File: config.mk
export PLATFORM = sky130hd
export DESIGN_NAME = wb_stage_mlane
export DESIGN_NICKNAME = d
export VERILOG_FILES = /design/src/rtl/wb_stage_mlane_pkg.sv /design/src/rtl/wb_stage_mlane_lane_pick.sv /design/src/rtl/wb_stage_mlane.sv
export SDC_FILE = /design/constraint.sdc
export NUM_CORES = 1
export LEC_CHECK = 0
export CAP_MARGIN = 20
export CORE_ASPECT_RATIO = 0.9
export CORE_MARGIN = 2
export CORE_UTILIZATION = 46
export DETAILED_ROUTE_END_ITERATION = 6
export GPL_TIMING_DRIVEN = 0
export PLACE_DENSITY = 0.95
export SYNTH_ARGS = -nofsm -noshare
export SYNTH_HDL_FRONTEND = slang
export SYNTH_SLANG_ARGS = --single-unit
File: constraint.sdc
create_clock -name clk -period 7.27 [get_ports clk]
set_clock_uncertainty 0.05 [all_clocks]
set_input_delay 2.181 -clock clk [delete_from_list [all_inputs] [get_ports clk]]
set_output_delay 2.181 -clock clk [all_outputs]
set_load 0.1 [all_outputs]
File: src/rtl/wb_stage_mlane_pkg.sv
// Shared types and lane-layout helpers for the multi-lane write-back stage.
// A lane is packed as {dest, we, result, pc} with pc in the LSBs.
package wb_stage_mlane_pkg;

  typedef enum logic {
    WB_EMPTY = 1'b0,
    WB_WRITE = 1'b1
  } wb_state_e;

  function automatic int lane_w(input int addr_w, input int data_w, input int pc_w);
    return addr_w + 1 + data_w + pc_w;
  endfunction

  function automatic int data_off(input int pc_w);
    return pc_w;
  endfunction

  function automatic int we_off(input int data_w, input int pc_w);
    return pc_w + data_w;
  endfunction

  function automatic int dest_off(input int data_w, input int pc_w);
    return pc_w + data_w + 1;
  endfunction

endpackage

File: src/rtl/wb_stage_mlane_lane_pick.sv
// Combinational lane picker: lowest set bit of mask at or above (inclusive) or strictly
// above the cursor. 'found' low means no such lane exists.
module wb_lane_pick #(
  parameter int LANES = 2,
  parameter int IDX_W = 1
) (
  input  logic [LANES-1:0] mask,
  input  logic [IDX_W-1:0] cur,
  input  logic             inclusive,
  output logic [IDX_W-1:0] idx,
  output logic             found
);

  always_comb begin
    // NOTE: every output gets a default before the loop so no latch is inferred.
    idx   = '0;
    found = 1'b0;
    // Descending scan so the lowest qualifying lane is the last one assigned.
    for (int i = LANES - 1; i >= 0; i--) begin
      if (mask[i] && ((i > int'(cur)) || (inclusive && (i == int'(cur))))) begin
        idx   = IDX_W'(i);
        found = 1'b1;
      end
    end
  end

endmodule

File: src/rtl/wb_stage_mlane.sv
// Multi-lane write-back stage: registers a MEM->WB bundle, masks same-destination
// collisions and drains it into RF_PORTS regfile write ports, serially when RF_PORTS==1.
module wb_stage_mlane
  import wb_stage_mlane_pkg::*;
#(
  parameter int LANES    = 2,
  parameter int RF_PORTS = 1,
  parameter int DATA_W   = 32,
  parameter int ADDR_W   = 5,
  parameter int PC_W     = 32,
  localparam int LANE_W  = lane_w(ADDR_W, DATA_W, PC_W)
) (
  input  logic                       clk,
  input  logic                       resetn,
  input  logic                       mem_valid_i,
  input  logic [LANES*LANE_W-1:0]    mem2wb_bus_i,
  output logic                       wb_allowin_o,
  input  logic                       flush_i,
  output logic [RF_PORTS-1:0]        rf_we_o,
  output logic [RF_PORTS*ADDR_W-1:0] rf_wdest_o,
  output logic [RF_PORTS*DATA_W-1:0] rf_wdata_o,
  output logic [LANES*ADDR_W-1:0]    ctl_wb_dest_o,
  output logic                       ctl_wb_over_o,
  output logic [63:0]                retire_cnt_o
);

  localparam int IDX_W    = (LANES > 1) ? $clog2(LANES) : 1;
  localparam bit SERIAL   = (RF_PORTS != LANES);
  localparam int DATA_OFF = data_off(PC_W);
  localparam int WE_OFF   = we_off(DATA_W, PC_W);
  localparam int DEST_OFF = dest_off(DATA_W, PC_W);

  if (!((RF_PORTS == 1) || (RF_PORTS == LANES))) begin : g_bad_ports
    $error("wb_stage_mlane: RF_PORTS must be 1 or LANES");
  end
  if ((LANES < 1) || (LANES > 4)) begin : g_bad_lanes
    $error("wb_stage_mlane: LANES must be in 1..4");
  end

  // Incoming lane fields
  logic [ADDR_W-1:0] in_dest [LANES];
  logic [DATA_W-1:0] in_data [LANES];
  logic [LANES-1:0]  in_we;
  logic [LANES-1:0]  in_act;
  logic [LANES-1:0]  in_keep;
  logic              unused_pc;

  always_comb begin
    unused_pc = 1'b0;
    for (int i = 0; i < LANES; i++) begin
      in_dest[i] = mem2wb_bus_i[i*LANE_W + DEST_OFF +: ADDR_W];
      in_data[i] = mem2wb_bus_i[i*LANE_W + DATA_OFF +: DATA_W];
      in_we[i]   = mem2wb_bus_i[i*LANE_W + WE_OFF];
      in_act[i]  = in_we[i] && (in_dest[i] != '0);
      unused_pc  = unused_pc ^ (^mem2wb_bus_i[i*LANE_W +: PC_W]);
    end
  end

  // Collision masking: a lane survives only if no higher active lane targets the same dest.
  always_comb begin
    in_keep = in_act;
    for (int i = 0; i < LANES; i++) begin
      for (int j = i + 1; j < LANES; j++) begin
        if (in_act[j] && (in_dest[j] == in_dest[i])) in_keep[i] = 1'b0;
      end
    end
  end

  // Pipeline register and drain state
  wb_state_e         state_q;
  logic [LANES-1:0]  pend_q;
  logic [IDX_W-1:0]  cur_q;
  logic [63:0]       cnt_q;
  logic [ADDR_W-1:0] dest_q [LANES];
  logic [DATA_W-1:0] data_q [LANES];

  logic [IDX_W-1:0]  first_idx;
  logic              first_found;
  logic [IDX_W-1:0]  nxt_idx;
  logic              nxt_found;
  logic              is_write;
  logic              drain_last;
  logic              capture;
  logic              over;

  wb_lane_pick #(.LANES(LANES), .IDX_W(IDX_W)) u_pick_first (
    .mask      (in_keep),
    .cur       ('0),
    .inclusive (1'b1),
    .idx       (first_idx),
    .found     (first_found)
  );

  wb_lane_pick #(.LANES(LANES), .IDX_W(IDX_W)) u_pick_next (
    .mask      (pend_q),
    .cur       (cur_q),
    .inclusive (1'b0),
    .idx       (nxt_idx),
    .found     (nxt_found)
  );

  // An empty bundle leaves cursor 0 with nothing pending: one WRITE cycle with no enable.
  logic unused_first_found;
  assign unused_first_found = first_found;

  assign is_write      = (state_q == WB_WRITE);
  assign drain_last    = SERIAL ? !nxt_found : 1'b1;
  assign wb_allowin_o  = !is_write || drain_last;
  assign capture       = mem_valid_i && wb_allowin_o && !flush_i;
  assign over          = is_write && drain_last && !flush_i;
  assign ctl_wb_over_o = over;
  assign retire_cnt_o  = cnt_q;

  always_ff @(posedge clk or negedge resetn) begin
    if (!resetn) begin
      state_q <= WB_EMPTY;
      pend_q  <= '0;
      cur_q   <= '0;
      cnt_q   <= '0;
    end else begin
      if (over) cnt_q <= cnt_q + 64'(LANES);
      if (flush_i) begin
        state_q <= WB_EMPTY;
        pend_q  <= '0;
      end else if (capture) begin
        state_q <= WB_WRITE;
        pend_q  <= in_keep;
        cur_q   <= first_idx;
      end else if (is_write && drain_last) begin
        state_q <= WB_EMPTY;
        pend_q  <= '0;
      end else if (is_write) begin
        pend_q[cur_q] <= 1'b0;
        cur_q         <= nxt_idx;
      end
    end
  end

  // NOTE: payload registers carry no reset; every consumer is qualified by pend_q, which is reset.
  always_ff @(posedge clk) begin
    if (capture) begin
      for (int i = 0; i < LANES; i++) begin
        dest_q[i] <= in_dest[i];
        data_q[i] <= in_data[i];
      end
    end
  end

  always_comb begin
    ctl_wb_dest_o = '0;
    for (int i = 0; i < LANES; i++) begin
      if (pend_q[i]) ctl_wb_dest_o[i*ADDR_W +: ADDR_W] = dest_q[i];
    end
  end

  if (SERIAL) begin : g_serial
    assign rf_we_o[0]              = is_write && pend_q[cur_q] && !flush_i;
    assign rf_wdest_o[ADDR_W-1:0]  = dest_q[cur_q];
    assign rf_wdata_o[DATA_W-1:0]  = data_q[cur_q];
  end else begin : g_parallel
    for (genvar p = 0; p < RF_PORTS; p++) begin : g_port
      assign rf_we_o[p]                     = is_write && pend_q[p] && !flush_i;
      assign rf_wdest_o[p*ADDR_W +: ADDR_W] = dest_q[p];
      assign rf_wdata_o[p*DATA_W +: DATA_W] = data_q[p];
    end
  end

endmodule

Word-level counts from Yosys, hierarchy flattened

Memories as Yosys holds them, arrays and structs flattened.
Cells that the tools add are included.
W data, S select, Z words.

Word-level logic and storage cells: 58
Register bits: 68
Memories: 2
Input bits: 144
RAM bits: 74
Output and inout bits: 114

Eq/ne operators: 2
Bitwise gates (word level): 3
Muxes and demuxes: 22
Add/subtract/negate cells: 1
Reductions and logical operators: 21
Magnitude comparators: 3

Memories:

| name   | words | bits a word | rd ports | clocked after memory_dff | wr ports | line                 | source |
|---|---|---|---|---|---|---|---|
| data_q | 2     | 32          | 1        | 0                        | 2        | wb_stage_mlane.sv:75 | `logic [DATA_W-1:0] data_q [LANES];` |
| dest_q | 2     | 5           | 3        | 0                        | 2        | wb_stage_mlane.sv:74 | `logic [ADDR_W-1:0] dest_q [LANES];` |

Operators with widths:

| kind                    | number |
|---|---|
| $add A64 B2 Y64 const B | 1 |
| $mux W1                 | 15 |
| $logic_and A1 B1 Y1     | 11 |
| $mux W5                 | 2 |
| $reduce_bool A5 Y1      | 2 |
| $mux W2                 | 4 |
| $eq A5 B5 Y1            | 1 |
| $reduce_bool A4 Y1      | 1 |
| $logic_not A1 Y1        | 3 |
| $reduce_and A3 Y1       | 1 |
| $reduce_bool A3 Y1      | 1 |
| $and A2 B2 Y2           | 1 |
| $lt A1 B2 Y1 const B    | 1 |
| $ne A2 B2 Y1 const B    | 1 |
| $not A2 Y2              | 1 |
| $reduce_bool A2 Y1      | 1 |
| $demux W1 S1            | 1 |
| $ge A1 B1 Y1 const B    | 1 |
| $gt A1 B1 Y1 const A    | 1 |
| $logic_or A1 B1 Y1      | 1 |
| $not A1 Y1              | 1 |

Logic depth before layout (Yosys ltp)

Word-level depth: 10
Gate-level depth with buffers: 7
Depth with buffers taken out: 6

By module

Synthesis repeated with hierarchy kept, for this count alone.

Cell total of the unflattened synthesis: 445
Area total of the unflattened synthesis: 6,102.1 um2

Modules (own cells, without submodules):

| module         | cells each | instances | sequential area each (um2) | area an instance (um2) |
|---|---|---|---|---|
| wb_stage_mlane | 435        | 1         | 3,898.7                    | 6,014.5 |
| wb_lane_pick   | 5          | 2         | 0.0                        | 43.8 |

Least setup slack after synthesis

No wires, ideal clock.

Path kind: in2out
From: input flush_i
To: output ctl_wb_over_o
Required time: 5.039 ns
Buffers on the path: 0
Setup slack: 1.203 ns
Cell stages on the path: 2
Arrival: 3.836 ns
Cell sequence: nand2b_1 > nor2_1

Word-level cells in the longest chain between the ends: 2

RTL lines:

| what                | line                  | source |
|---|---|---|
| start, declared     | wb_stage_mlane.sv:18  | `input logic flush_i,` |
| $logic_not A1 Y1    | wb_stage_mlane.sv:110 | `assign over = is_write && drain_last && !flush_i;` |
| $logic_and A1 B1 Y1 | wb_stage_mlane.sv:110 |  |
| end, declared       | wb_stage_mlane.sv:23  | `output logic ctl_wb_over_o,` |

Every way passes these cells.

Worst setup path in the final report

Same ends and word-level chain as after synthesis.

==> flow_metrics.env <==
export IMPL_postRouteAntennaNets=0
export IMPL_synthDistinctLibCells=46
export IMPL_drt_iter0_markers=248
export IMPL_synth_most_common_cell="edfxtp_1"
export IMPL_ctsHoldBuffers=0
export IMPL_vias=4523
export IMPL_post_cts_resized=0
export IMPL_leakagePower_uw=0.00350
export IMPL_cts_buffers=17
export IMPL_ys_seq_area_share_pct=64.2
export IMPL_start_util_pct=47.5
export IMPL_synth_compound_area_share_pct=0.886
export IMPL_switchingPower_uw=698
export IMPL_grtUsageTotal_pct=22.8
export IMPL_final_fill_count=878
export IMPL_core_um2=12800
export IMPL_tightest_slew_ns=1.06
export IMPL_finalCritPeriodShare_pct=94.5
export IMPL_clk_latency_ns=0.42
export IMPL_syn_to_final_growth_pct=45.3
export IMPL_rsz0062_at_grt="no"
export IMPL_numPortBuffers=192
export IMPL_rows=39
export IMPL_ir_drop_uv=333
export IMPL_ys_flop_type="edfxtp_1"
export IMPL_p_seq_share_pct=40.1
export IMPL_powerDensity_nw_per_um2=255
export IMPL_drt_total_wl_um=15800
export IMPL_setup_viol=0
export IMPL_avgSynthCellArea_um2=13.7
export IMPL_hp_class="reg -> reg"
export IMPL_h_tree_depth=4
export IMPL_firstDrtPassIters=5
export IMPL_period_minus_slack_ns=6.87
export IMPL_wl_per_cell_um=18.9
export IMPL_dieArea_um2=14100
export IMPL_synth_top_cell_by_area="edfxtp_1"
export IMPL_worst_slew_margin_rel_pct=29.3
export IMPL_synth_commonest_cells="edfxtp_1 (74), dfrtp_1 (67), xor2_1 (39)"
export IMPL_drc=0
export IMPL_swShare_pct=31.0
export IMPL_p_int_uw=1550
export IMPL_final_area_um2=8830
export IMPL_synth_edf_count=74
export IMPL_max_cap_viol_count=0
export IMPL_gp_congestion=0.853
export IMPL_synth_mux_area_share_pct=7.37
export IMPL_place_area_um2=8260
export IMPL_status="complete, no violations"
export IMPL_synth_top_cell_area_share_pct=36.6
export IMPL_dp_hpwl_um=11600
export IMPL_critPathArrivalTime_ns=4.64
export IMPL_crit_required_ns=5.04
export IMPL_synthSimpleGateAreaFrac_pct=16.5
export IMPL_synth_top_family_by_area="simple AND/OR/NAND/NOR gates"
export IMPL_synthCells=445
export IMPL_yosysWarnings=0
export IMPL_p_comb_share_pct=22.2
export IMPL_crit_fanout=6
export IMPL_post_cts_buffers=0
export IMPL_grt_ovfl_total=0
export IMPL_grt_pass1_wl_um=24800
export IMPL_cts_root_buf="clkbuf_16"
export IMPL_start_kind="input port"
export IMPL_cts_path_max_buffers=2
export IMPL_final_util_pct=69.0
export IMPL_yosys_area_share_xor_xnor_pct=9.66
export IMPL_netlist_top_cells_area="edfxtp_1 (37%), dfrtp_1 (28%), mux2_2 (7.0%)"
export IMPL_cts_tree="yes"
export IMPL_async_flop_share_pct=47.5
export IMPL_power_total_uw=2250
export IMPL_slew_viol_final=0
export IMPL_clkSlewWorstSetupHoldPaths_ns=0.05
export IMPL_pin_count=258
export IMPL_fmaxAchievable_mhz=146
export IMPL_ys_ff_latch=141
export IMPL_final_net_count=804
export IMPL_finalHoldViolCount=0
export IMPL_drt_vias_per_instance=5.41
export IMPL_grt_max_degree=68
export IMPL_syn_nets=590
export IMPL_diodes=0
export IMPL_worstSetupPathType="in -> out"
export IMPL_synthAdderAreaFrac_pct=0.206
export IMPL_drive_above_1_share_pct=12.8
export IMPL_antenna_found_initial=0
export IMPL_grt_pass1_vias=4573
export IMPL_die_h_um=113
export IMPL_cp_end_kind="output pin"
export IMPL_dieWidth_um=125
export IMPL_clock_power_share_pct=37.7
export IMPL_cts_sinks=141
export IMPL_syn_area_um2=6080
worst max-delay path: stages:
cell	delay, ns
clkdlybuf4s50_1	0.55
nand2b_1	0.32
nor2_1	0.36
clkdlybuf4s50_1	1.22
final timing paths:
kind / startpoint / endpoint / slack (ns) / cells after the start
worst max-delay path: flush_i / ctl_wb_over_o / 0.40 / 4
worst min-delay path: retire_cnt_o[63] / retire_cnt_o[63] / 0.42 / 1
worst max register to register: pend_q[1] / data_q[0][7] / 4.86 / 6
worst min register to register: retire_cnt_o[63] / retire_cnt_o[63] / 0.42 / 1
max in group asynchronous: resetn / retire_cnt_o[54] / 4.81 / 1
min in group asynchronous: resetn / retire_cnt_o[63] / 1.81 / 1
power by group through the flow:
stage | sequential, µW | combinational [µW] | clock (µW)
floorplan | 999 | 267 | 0
detailed placement | 918 | 500 | 0
global placement | 917 | 491 | 0
CTS | 904 | 503 | 855
finish | 904 | 501 | 848
global route | 908 | 517 | 890
layout make-up:
| cell class | count | area (µm²) | share of cell area [%] |
|---|---|---|---|
| Multi-Input combinational cell | 288 | 2120 | 24.0 |
| Inverter | 7 | 26.3 | 0.298 |
| Timing Repair Buffer | 195 | 1970 | 22.3 |
| Tap cell | 164 | 205 | 2.32 |
| Clock inverter | 9 | 119 | 1.35 |
| Buffer | 9 | 41.3 | 0.468 |
| Sequential cell | 141 | 3900 | 44.2 |
| Clock buffer | 23 | 448 | 5.07 |
cells by family after synthesis:
logic type	Yosys count
muxes	40
DFF	141
and+or+nand+nor	171
xor gates and xnor gates	67
buffers and inverters	16
AOI/OAI and AO/OA	8
other	1
adders and majority gates	1
placed cells by master (no fill, tap or decap), types with 4 or more instances in the layout:
cell type        instances
and2_1                  10
and3_1                   8
and4_1                   8
buf_1                    4
buf_2                    4
clkbuf_1                 7
clkbuf_16               17
clkdlybuf4s50_1        191
dfrtp_1                 67
edfxtp_1                74
inv_1                    7
mux2_2                  38
nand2_1                 28
nand3_1                 27
nand4_1                 19
nor2_1                  26
nor3_1                  10
nor4_1                   7
or4_1                    4
xnor2_1                 28
xor2_1                  39
flip-flops by register name, indices dropped and copies added (netlist names):
signal        count
cur_q             1
data_q           64
dest_q           10
is_write          1
pend_q            2
retire_cnt_o     63
per-layer routing:
metal | track usage, % | up-vias | routed length, µm
met4 | 8.22 | 0 | 342
met3 | 7.42 | 30 | 1240
met5 | 0 | - | 0
met2 | 36.6 | 179 | 7580
li1 | - | 2056 | -
met1 | 29.4 | 2258 | 6620
through the flow:
stage          std cells  hold WS [ns]  setup TNS [ns]  setup WS [ns]
6_report             836         0.418               0          0.398
5_1_grt              836         0.449               0          0.356
4_1_cts              835         0.422               0          0.423
3_5_place_dp         803         0.415               0          0.448
3_3_place_gp         801         0.409           -8.23         -0.117
2_1_floorplan        445         0.494               0           1.20
No activity file was read; power rests on OpenSTA's default activity.
